**src/rtl/branch_resolve.sv**
```systemverilog
// rtl/branch_resolve.sv - RV32I conditional branch resolution with redirect, flush and perf counters
module branch_resolve #(
  parameter int FLUSH_CYCLES = 2,
  parameter int CNT_W        = 32
) (
  input  logic             i_clk,
  input  logic             i_rst_n,
  input  logic             i_valid,
  output logic             o_ready,
  input  logic [2:0]       i_funct3,
  input  logic             i_eq,
  input  logic             i_lt,
  input  logic             i_ltu,
  input  logic [31:0]      i_pc,
  input  logic [31:0]      i_target,
  input  logic             i_pred_taken,
  output logic             o_resolve_valid,
  output logic             o_taken,
  output logic             o_illegal,
  output logic             o_redirect_valid,
  output logic [31:0]      o_redirect_pc,
  output logic             o_flush,
  output logic [CNT_W-1:0] o_branch_cnt,
  output logic [CNT_W-1:0] o_mispredict_cnt
);

  typedef enum logic {
    IDLE  = 1'b0,
    FLUSH = 1'b1
  } state_t;

  // Loaded on a mispredict; FLUSH ends on the cycle the counter reads zero.
  localparam logic [3:0] FLUSH_LAST = 4'(FLUSH_CYCLES - 1);

  state_t     state, state_next;
  logic [3:0] flush_cnt, flush_cnt_next;

  logic accept;
  logic legal;
  logic cond;
  logic mispredict;

  // Decode the branch condition from funct3 and the comparator flags.
  always_comb begin
    legal = 1'b1;
    cond  = 1'b0;
    case (i_funct3)
      3'b000:  cond = i_eq;
      3'b001:  cond = ~i_eq;
      3'b100:  cond = i_lt;
      3'b101:  cond = ~i_lt;
      3'b110:  cond = i_ltu;
      3'b111:  cond = ~i_ltu;
      default: legal = 1'b0;
    endcase
  end

  assign accept     = i_valid && o_ready;
  assign mispredict = accept && legal && (cond != i_pred_taken);

  // FSM state and flush counter register.
  always_ff @(posedge i_clk or negedge i_rst_n) begin
    if (!i_rst_n) begin
      state     <= IDLE;
      flush_cnt <= 4'd0;
    end else begin
      state     <= state_next;
      flush_cnt <= flush_cnt_next;
    end
  end

  // Next-state logic; ready and flush are decoded straight from the state.
  always_comb begin
    state_next     = state;
    flush_cnt_next = flush_cnt;
    o_ready        = 1'b0;
    o_flush        = 1'b0;
    case (state)
      IDLE: begin
        o_ready = 1'b1;
        if (mispredict) begin
          state_next     = FLUSH;
          flush_cnt_next = FLUSH_LAST;
        end
      end
      FLUSH: begin
        o_flush = 1'b1;
        if (flush_cnt == 4'd0) begin
          state_next = IDLE;
        end else begin
          flush_cnt_next = flush_cnt - 4'd1;
        end
      end
      default: begin
        state_next     = IDLE;
        flush_cnt_next = 4'd0;
      end
    endcase
  end

  // Registered resolution results; pulses clear unless a new descriptor is accepted.
  always_ff @(posedge i_clk or negedge i_rst_n) begin
    if (!i_rst_n) begin
      o_resolve_valid  <= 1'b0;
      o_taken          <= 1'b0;
      o_illegal        <= 1'b0;
      o_redirect_valid <= 1'b0;
      o_redirect_pc    <= 32'd0;
    end else begin
      o_resolve_valid  <= accept;
      o_illegal        <= accept && !legal;
      o_redirect_valid <= mispredict;
      if (accept) begin
        o_taken <= legal && cond;
      end
      if (mispredict) begin
        o_redirect_pc <= cond ? i_target : (i_pc + 32'd4);
      end
    end
  end

  // Saturating performance counters.
  always_ff @(posedge i_clk or negedge i_rst_n) begin
    if (!i_rst_n) begin
      o_branch_cnt     <= '0;
      o_mispredict_cnt <= '0;
    end else begin
      if (accept && legal && (o_branch_cnt != {CNT_W{1'b1}})) begin
        o_branch_cnt <= o_branch_cnt + CNT_W'(1);
      end
      if (mispredict && (o_mispredict_cnt != {CNT_W{1'b1}})) begin
        o_mispredict_cnt <= o_mispredict_cnt + CNT_W'(1);
      end
    end
  end

endmodule

```
**config.mk**
```make
export PLATFORM = sky130hd
export DESIGN_NAME = branch_resolve
export DESIGN_NICKNAME = d
export VERILOG_FILES = /design/src/rtl/branch_resolve.sv
export SDC_FILE = /design/constraint.sdc
export NUM_CORES = 1
export LEC_CHECK = 0
export CORE_UTILIZATION = 40
export CTS_BUF_LIST = sky130_fd_sc_hd__clkbuf_8 sky130_fd_sc_hd__clkbuf_16
export CTS_CLUSTER_DIAMETER = 100
export CTS_CLUSTER_SIZE = 30
export DETAILED_ROUTE_END_ITERATION = 10
export GPL_ROUTABILITY_DRIVEN = 0
export HOLD_SLACK_MARGIN = 0.03
export PLACE_DENSITY = 0.73
export RECOVER_POWER = 25
export SYNTH_ARGS = -nofsm -noshare
export SYNTH_HDL_FRONTEND = slang
export SYNTH_SLANG_ARGS = --single-unit
export TNS_END_PERCENT = 20
```
**constraint.sdc**
```tcl
create_clock -name i_clk -period 1.9 [get_ports i_clk]
set_input_delay 0.285 -clock i_clk [delete_from_list [all_inputs] [get_ports i_clk]]
set_output_delay 0.285 -clock i_clk [all_outputs]
set_load 0.01 [all_outputs]
```
==> metrics.txt, run 1 <==
1st-pass router iterations=4; Max-Slew Margin vs Limit=0.413; GR met2 Demand/Resource=0.413; Reg clk slew, reported paths=0.07 ns; Area Growth Syn to Fin=64.6%; core area=0.0132 sq mm; GRT Total Usage=0.237; RR Endpoint=o_branch_cnt[29]; biggest area consumer among synthesized cells=dfrtp_1; initial antenna violation count=0; top_reg_cell synth=dfrtp_1; WP data required=~2.2 ns; area taken by multi-input logic gates=0.00294 sq mm; Synth cell types=42; largest net degree at the start of global routing=between 40 and 50; worst r2r path cells=6; achievable frequency=0.515 GHz; Seq/Total Area, Yosys=0.483; Syn Area/Cell=~9.6 sq um; Startpoint Class=flip-flop; CTS tree=done; Setup CP Type=reg -> reg; Post-DRT Antenna Nets=0; nets=949; # IOs=176; Post-DP HPWL=approximately 13 mm; GR met3 Demand/Resource=0.0637; H-tree level count=3; Simple-Gate Fraction of Synth Area=0.247; I/O Buffers=175; Chip Height=119 um; top cells by count, synth=105 x dfrtp_1, 75 x nand2_1, 68 x xnor2_1; final setup violation count=6; Peak VDD IR=0.000627 V; GRT overflow=0; Max clock buf depth=2; PnR Total Power=between 0.007 and 0.008 W; Post-Place Cells=a little over 1000; Arr. time, crit path=about 2.2 ns; Hold Path Stages=2; Hold Path End=o_redirect_pc[4]; Setup Skew=approximately 0.0067 ns; RSZ-0062 raised after global routing=true; cts bufs inserted=9; max-capacitance violation count=0; YS warnings=0; Worst R2R Start=o_branch_cnt[10]; Critical Path Sink Type=flip-flop; met1 global-route usage=0.282; post-synthesis compound-gate area fraction=0.0743; final worst path period need=1.94 ns; mux contribution to synthesized area=0.0170; first-pass GRT wire length=~27 mm; fin. max-slew vios=0; Final WS setup=-0.0422 ns; worst hold path type=reg -> reg; largest family of logic cells by synthesized area=simple AND/OR/NAND/NOR gates; fin cells=1051; Fillers=1024; worst-margin pin slew=0.881 ns; vias in the first global route=5603; row count=42; routed length per instance=15.4 um; initial drt markers=between 200 and 250; outcome=complete, but fails checks; vias per cell=~5; dpl ws=-0.655 ns; register area=0.00263 sq mm; Initial Utilization=0.411; busiest layer in global routing=met2; endpoints failing hold=0; fraction of registers with async set/reset=1.00; count leader, synth=dfrtp_1; final worst-path cycle share=1.02; crit-path max FO=4; final hold slack=0.483 ns; flop-to-flop setup slack=-0.04 ns; Netlist Area Pre-Place=0.00544 sq mm; top post-synthesis cells by area=dfrtp_1 48%, xnor2_1 11%, nand2_1 5.2%; Antenna diodes=0; Synth Area in XOR/XNOR=0.150; Yosys reg bits=105; Die Footprint=0.0141 sq mm; hold_sp=o_redirect_pc[4]; die width=119 um; DRC violations left=0; Leak=about 3.9 nW; CTS Root Cell=clkbuf_16; syn_nets=644; Post-synth EDFFs=0; share of the synthesized area in the top cell type=0.483; # clock sinks=105; drt total wl=16.2 mm; layout cells sized above 1=0.241; Skew-Pair Late Insertion Delay=0.35 ns; pwr/cell area=870 mW/mm^2; Final Util=0.676; Post-Synthesis Cells=566; Synth Area in Adders=0.00920; failing checks=setup timing; via count=roughly 5400
[state kept, by name, summed over array words and instances, names as in the netlist]
register          flops
o_redirect_valid      1
o_mispredict_cnt     32
o_taken               1
flush_cnt             4
state                 1
o_illegal             1
o_branch_cnt         32
o_resolve_valid       1
o_redirect_pc        32
[critical path, cell delays in order (launching register included)]
cell     delay, ns
dfrtp_2       0.36
nand4_1       0.18
or2_4         0.29
or3_4         0.37
or3_4         0.38
nor3_4        0.14
xor2_1        0.15
[power breakdown]
group | switching (W) | total (W) | internal [W]
logic | 0.00127 | 0.00286 | 0.00160
clock network | 0.000831 | 0.00188 | 0.00105
registers | 0.000316 | 0.00304 | 0.00272
[cells by family (layout without fill, tap and decap cells)]
logic type	after synthesis	in the layout
xor+xnor	93	93
mux	9	9
flops	105	105
fa+ha+maj	4	4
buf+inv	26	335
simple gates	260	260
compound gates	69	69
[final cells by class]
cell class / instances / area share
multi-input cells: 435 / 0.328
repair buffers: 309 / 0.316
flip-flops and latches: 105 / 0.294
clock buffers: 10 / 0.0267
well taps: 176 / 0.0246
clock inverters: 5 / 0.00629
inverters: 11 / 0.00461
[layer usage]
metal / vias to the layer above / part of all wire
li1: 2597 / -
met5: - / 0
met1: 2587 / 0.41
met2: 195 / 0.50
met3: 18 / 0.071
met4: 0 / 0.016
[what timing repair did]
| action | CTS | global route |
|---|---|---|
| hold endpoints to repair | 31 | 0 |
| endpoints found under the setup margin | 81 | 59 |
| setup buffers | 5 | 4 |
| resized for setup | 16 | 33 |
| cloned | 0 | 0 |
| hold buffers | 1 | 0 |
| pin swaps | 9 | 24 |
[cells in the final DEF (no fill, tap or decap), types with 4 or more instances in the layout]
master and count:
nor2_1 40, nor4_1 9, inv_1 9, a21oi_1 14, xnor2_1 64, nor4_2 5, clkdlybuf4s50_1 168, nor3_1 9
mux2i_1 6, xnor2_2 4, dlygate4sd2_1 6, clkbuf_16 9, nor2_2 4, and3_1 19, nand2_2 4, buf_6 6
nand4_1 31, nand2_1 71, o21ai_0 35, a31oi_1 5, and4_1 7, xor2_1 25, buf_4 122, buf_12 4
dfrtp_2 5, and2_1 5, dfrtp_1 100, nand3_1 28, nand3_2 5
[stage by stage]
stage | area [sq um] | setup TNS [ns]
floorplan | 5530 | -0.194
global placement | 8420 | -35.98
detailed placement | 8420 | -39.97
CTS | 8800 | -0.158
global route | 8950 | -1.80
finish | 8950 | -0.161
[how the worst max path moves through the flow]
stage                     start                    to  slack (ns)  cells past startpoint
6_report       o_branch_cnt[10]      o_branch_cnt[29]       -0.04                      6
5_1_grt        o_branch_cnt[10]      o_branch_cnt[30]       -0.12                      8
3_5_place_dp        i_funct3[1]  o_mispredict_cnt[31]       -0.66                      8
2_1_floorplan  o_branch_cnt[25]       o_branch_cnt[1]       -0.05                      6
4_1_cts         o_branch_cnt[3]      o_branch_cnt[29]       -0.03                      6
3_3_place_gp        i_funct3[1]  o_mispredict_cnt[23]       -0.61                      8
No activity file was read; power rests on OpenSTA's default activity.
==> run 2: changes to the inputs <==
Settings changed: CORE_UTILIZATION 40 to 42, HOLD_SLACK_MARGIN 0.03 to 0.06, PLACE_DENSITY 0.73 to 0.76.
==> run 2 against run 1 <==
Against the previous run: clock skew increased by 0.0010 ns; core utilization grew 3.9 points; wire length grew 3.9%; critical endpoint is now o_mispredict_cnt[31]; critical path depth grew 4; via count rose by 0.67%; global-route usage grew 1.8 points; combinational power rose by 3%; maximum frequency shrank 1.9%; the run still ends with setup timing left; non-clock buffer count is 1 higher; worst setup slack got worse by 0.038 ns.
==> metrics.txt, run 2 (synthesis results as in run 1) <==
outcome=complete, but fails checks (unchanged); failing checks=setup timing (unchanged); achievable frequency=0.505 GHz (was 0.515 GHz); commonest non-fill, non-tap cell in the layout=clkdlybuf4s50_1 (unchanged); final worst-path cycle share=1.04 (was 1.02); Top Registers=o_branch_cnt: 32 flops, o_mispredict_cnt: 32 flops, o_redirect_pc: 32 flops (unchanged); Hold Path End=o_illegal (was o_redirect_pc[4]); 1st-pass router iterations=5 (was 4); sequential share of power=0.378 (was 0.390); Initial Utilization=0.431 (was 0.411); worst-margin pin slew=0.516 ns (was 0.881 ns); Area Growth Syn to Fin=66.0% (was 64.6%); max-capacitance violation count=0 (unchanged); vias per cell=5.18 (was 5.14); # IOs=176 (unchanged); worst r2r path cells=10 (was 6); Fillers=965 (was 1024); Critical Path Sink Type=flip-flop (unchanged); Design Area, Final=0.00903 sq mm (was 0.00895 sq mm); Die Footprint=0.0134 sq mm (was 0.0141 sq mm); Post-DP HPWL=12.8 mm (about the same); first-pass GRT wire length=26.1 mm (was 26.7 mm); RR Endpoint=o_mispredict_cnt[31] (was o_branch_cnt[29]); Reg clk slew, reported paths=0.07 ns (about the same); hold_sp=i_funct3[1] (was o_redirect_pc[4]); Leak=3.97 nW (was 3.94 nW); core area=0.0126 sq mm (was 0.0132 sq mm); Setup Skew=0.00769 ns (was 0.00666 ns); die width=116 um (was 119 um); Psw=0.00252 W (was 0.00241 W); worst hold path type=in -> reg (was reg -> reg); Hold Path Stages=4 (was 2); crit-path max FO=6 (was 4); vias in the first global route=5443 (was 5603); routed length per instance=16.1 um (was 15.4 um); initial antenna violation count=0 (unchanged); Arr. time, crit path=2.22 ns (about the same); Max clock buf depth=2 (unchanged); GRT overflow=0 (unchanged); largest net degree at the start of global routing=37 (was 49); I/O Buffers=175 (unchanged); CTS tree=done (unchanged); drt total wl=16.8 mm (was 16.2 mm); switching part of the total=0.313 (was 0.310); dpl cell area=0.00843 sq mm (was 0.00842 sq mm); Setup CP Type=reg -> reg (unchanged); row count=41 (was 42); WP data required=2.14 ns (was 2.18 ns); Startpoint Class=flip-flop (unchanged); Antenna diodes=0 (unchanged); Post-DRT Antenna Nets=0 (unchanged); layout cells sized above 1=0.235 (was 0.241); Chip Height=116 um (was 119 um); GRT Total Usage=0.255 (was 0.237); clock power share=0.254 (was 0.242); Max-Slew Margin vs Limit=0.656 (was 0.413); Comb power frac=0.368 (about the same); DRC violations left=0 (unchanged); cts bufs inserted=9 (unchanged); internal power=0.00552 W (was 0.00537 W); RSZ-0062 raised after global routing=true (unchanged); flop-to-flop setup slack=-0.08 ns (was -0.04 ns); endpoints failing hold=0 (unchanged); Sum Neg Setup Slack=-0.351 ns (was -0.161 ns); initial drt markers=209 (was 208); pwr/cell area=891 mW/mm^2 (was 870 mW/mm^2); Peak VDD IR=0.000754 V (was 0.000627 V); via count=5433 (was 5397); nets=950 (was 949); final worst path period need=1.98 ns (was 1.94 ns); final setup violation count=10 (was 6); CTS Root Cell=clkbuf_16 (unchanged); Final WS setup=-0.0802 ns (was -0.0422 ns); Worst R2R Start=state (was o_branch_cnt[10]); most frequent cells in the layout=168 x clkdlybuf4s50_1, 125 x buf_4, 101 x dfrtp_1, 71 x nand2_1, 65 x xnor2_1 (was 168 x clkdlybuf4s50_1, 122 x buf_4, 100 x dfrtp_1, 71 x nand2_1, 64 x xnor2_1); Skew-Pair Late Insertion Delay=0.36 ns (was 0.35 ns); H-tree level count=3 (unchanged); fin. max-slew vios=0 (unchanged); # clock sinks=105 (unchanged)
==> run 2: cell types whose count changed in the layout (fill, tap and decap cells not counted), sizes merged <==
cell           previous run  this run
buf                     133       134
bufbuf                    0         1
bufinv                    1         2
clkbuf                   11         9
clkdlybuf4s15             0         1
clkinv                    2         1
clkinvlp                  0         1
dlygate4sd2               6         5
inv                      13        14
==> run 2: metal layers <==
metal	vias to the layer above	wire length (um)	GRT usage	share of wire
met5	-	0	0	0
met4	0	382	0.0974	0.023
met3	27	1260	0.0743	0.074
met2	207	8440	0.449	0.50
met1	2600	6770	0.292	0.40
li1	2599	-	-	-
==> run 2: critical path, stage by stage (launching register included) <==
cell and delay [ns]:
dfrtp_1 0.39, inv_2 0.06, nand2_2 0.06, inv_2 0.08
nand2_4 0.06, a311o_1 0.36, nor4b_4 0.28, buf_4 0.18
buf_12 0.11, nand4_1 0.13, xnor2_1 0.17
==> run 2: area by class of cell <==
cell class              count  area, sq um  share of cell area
inverters                  11         41.3             0.00457
multi-input cells         435         2950               0.327
flip-flops and latches    105         2630               0.291
clock buffers               9          225              0.0249
clock inverters             7         93.8              0.0104
repair buffers            310         2870               0.318
well taps                 172          215              0.0238
==> run 2: per-stage QoR <==
| step | hold slack [ns] | utilization | power, W | cells | setup slack (ns) |
|---|---|---|---|---|---|
| final | 0.424 | 0.716 | 0.00804 | 1049 | -0.0802 |
| after global routing | 0.434 | 0.716 | 0.00847 | 1049 | -0.152 |
| after CTS | 0.417 | 0.707 | 0.00805 | 1046 | -0.0821 |
| after detailed placement | 0.293 | 0.668 | 0.00596 | 1021 | -0.677 |
| after global placement | 0.283 | 0.668 | 0.00585 | 1021 | -0.632 |
| after floorplan | -0.0106 | - | 0.00412 | 566 | -0.0506 |
==> run 2: what timing repair did <==
action / 4_1_cts / 5_1_grt
hold buffers: 1 / 0
endpoints found under the setup margin: 80 / 58
resized for setup: 23 / 17
buffers inserted: 7 / 3
gates cloned: 1 / 0
endpoints found under the hold margin: 33 / 0
pin swaps: 13 / 10
==> run 2: worst max path at each step <==
stage	slack [ns]	depth (start not counted)	from	to
global placement	-0.63	8	i_funct3[1]	o_mispredict_cnt[29]
CTS	-0.08	6	o_branch_cnt[3]	o_branch_cnt[29]
detailed placement	-0.68	8	i_funct3[1]	o_mispredict_cnt[26]
global route	-0.15	10	state	o_mispredict_cnt[31]
finish	-0.08	10	state	o_mispredict_cnt[31]
floorplan	-0.05	6	o_branch_cnt[25]	o_branch_cnt[1]
==> run 2: power by group through the flow <==
stage	Clock, W	Combinational, W	Sequential [W]
after floorplan	0	0.000835	0.00329
after global placement	0	0.00282	0.00304
after detailed placement	0	0.00289	0.00307
after CTS	0.00207	0.00294	0.00305
after global routing	0.00216	0.00322	0.00310
final	0.00204	0.00296	0.00304
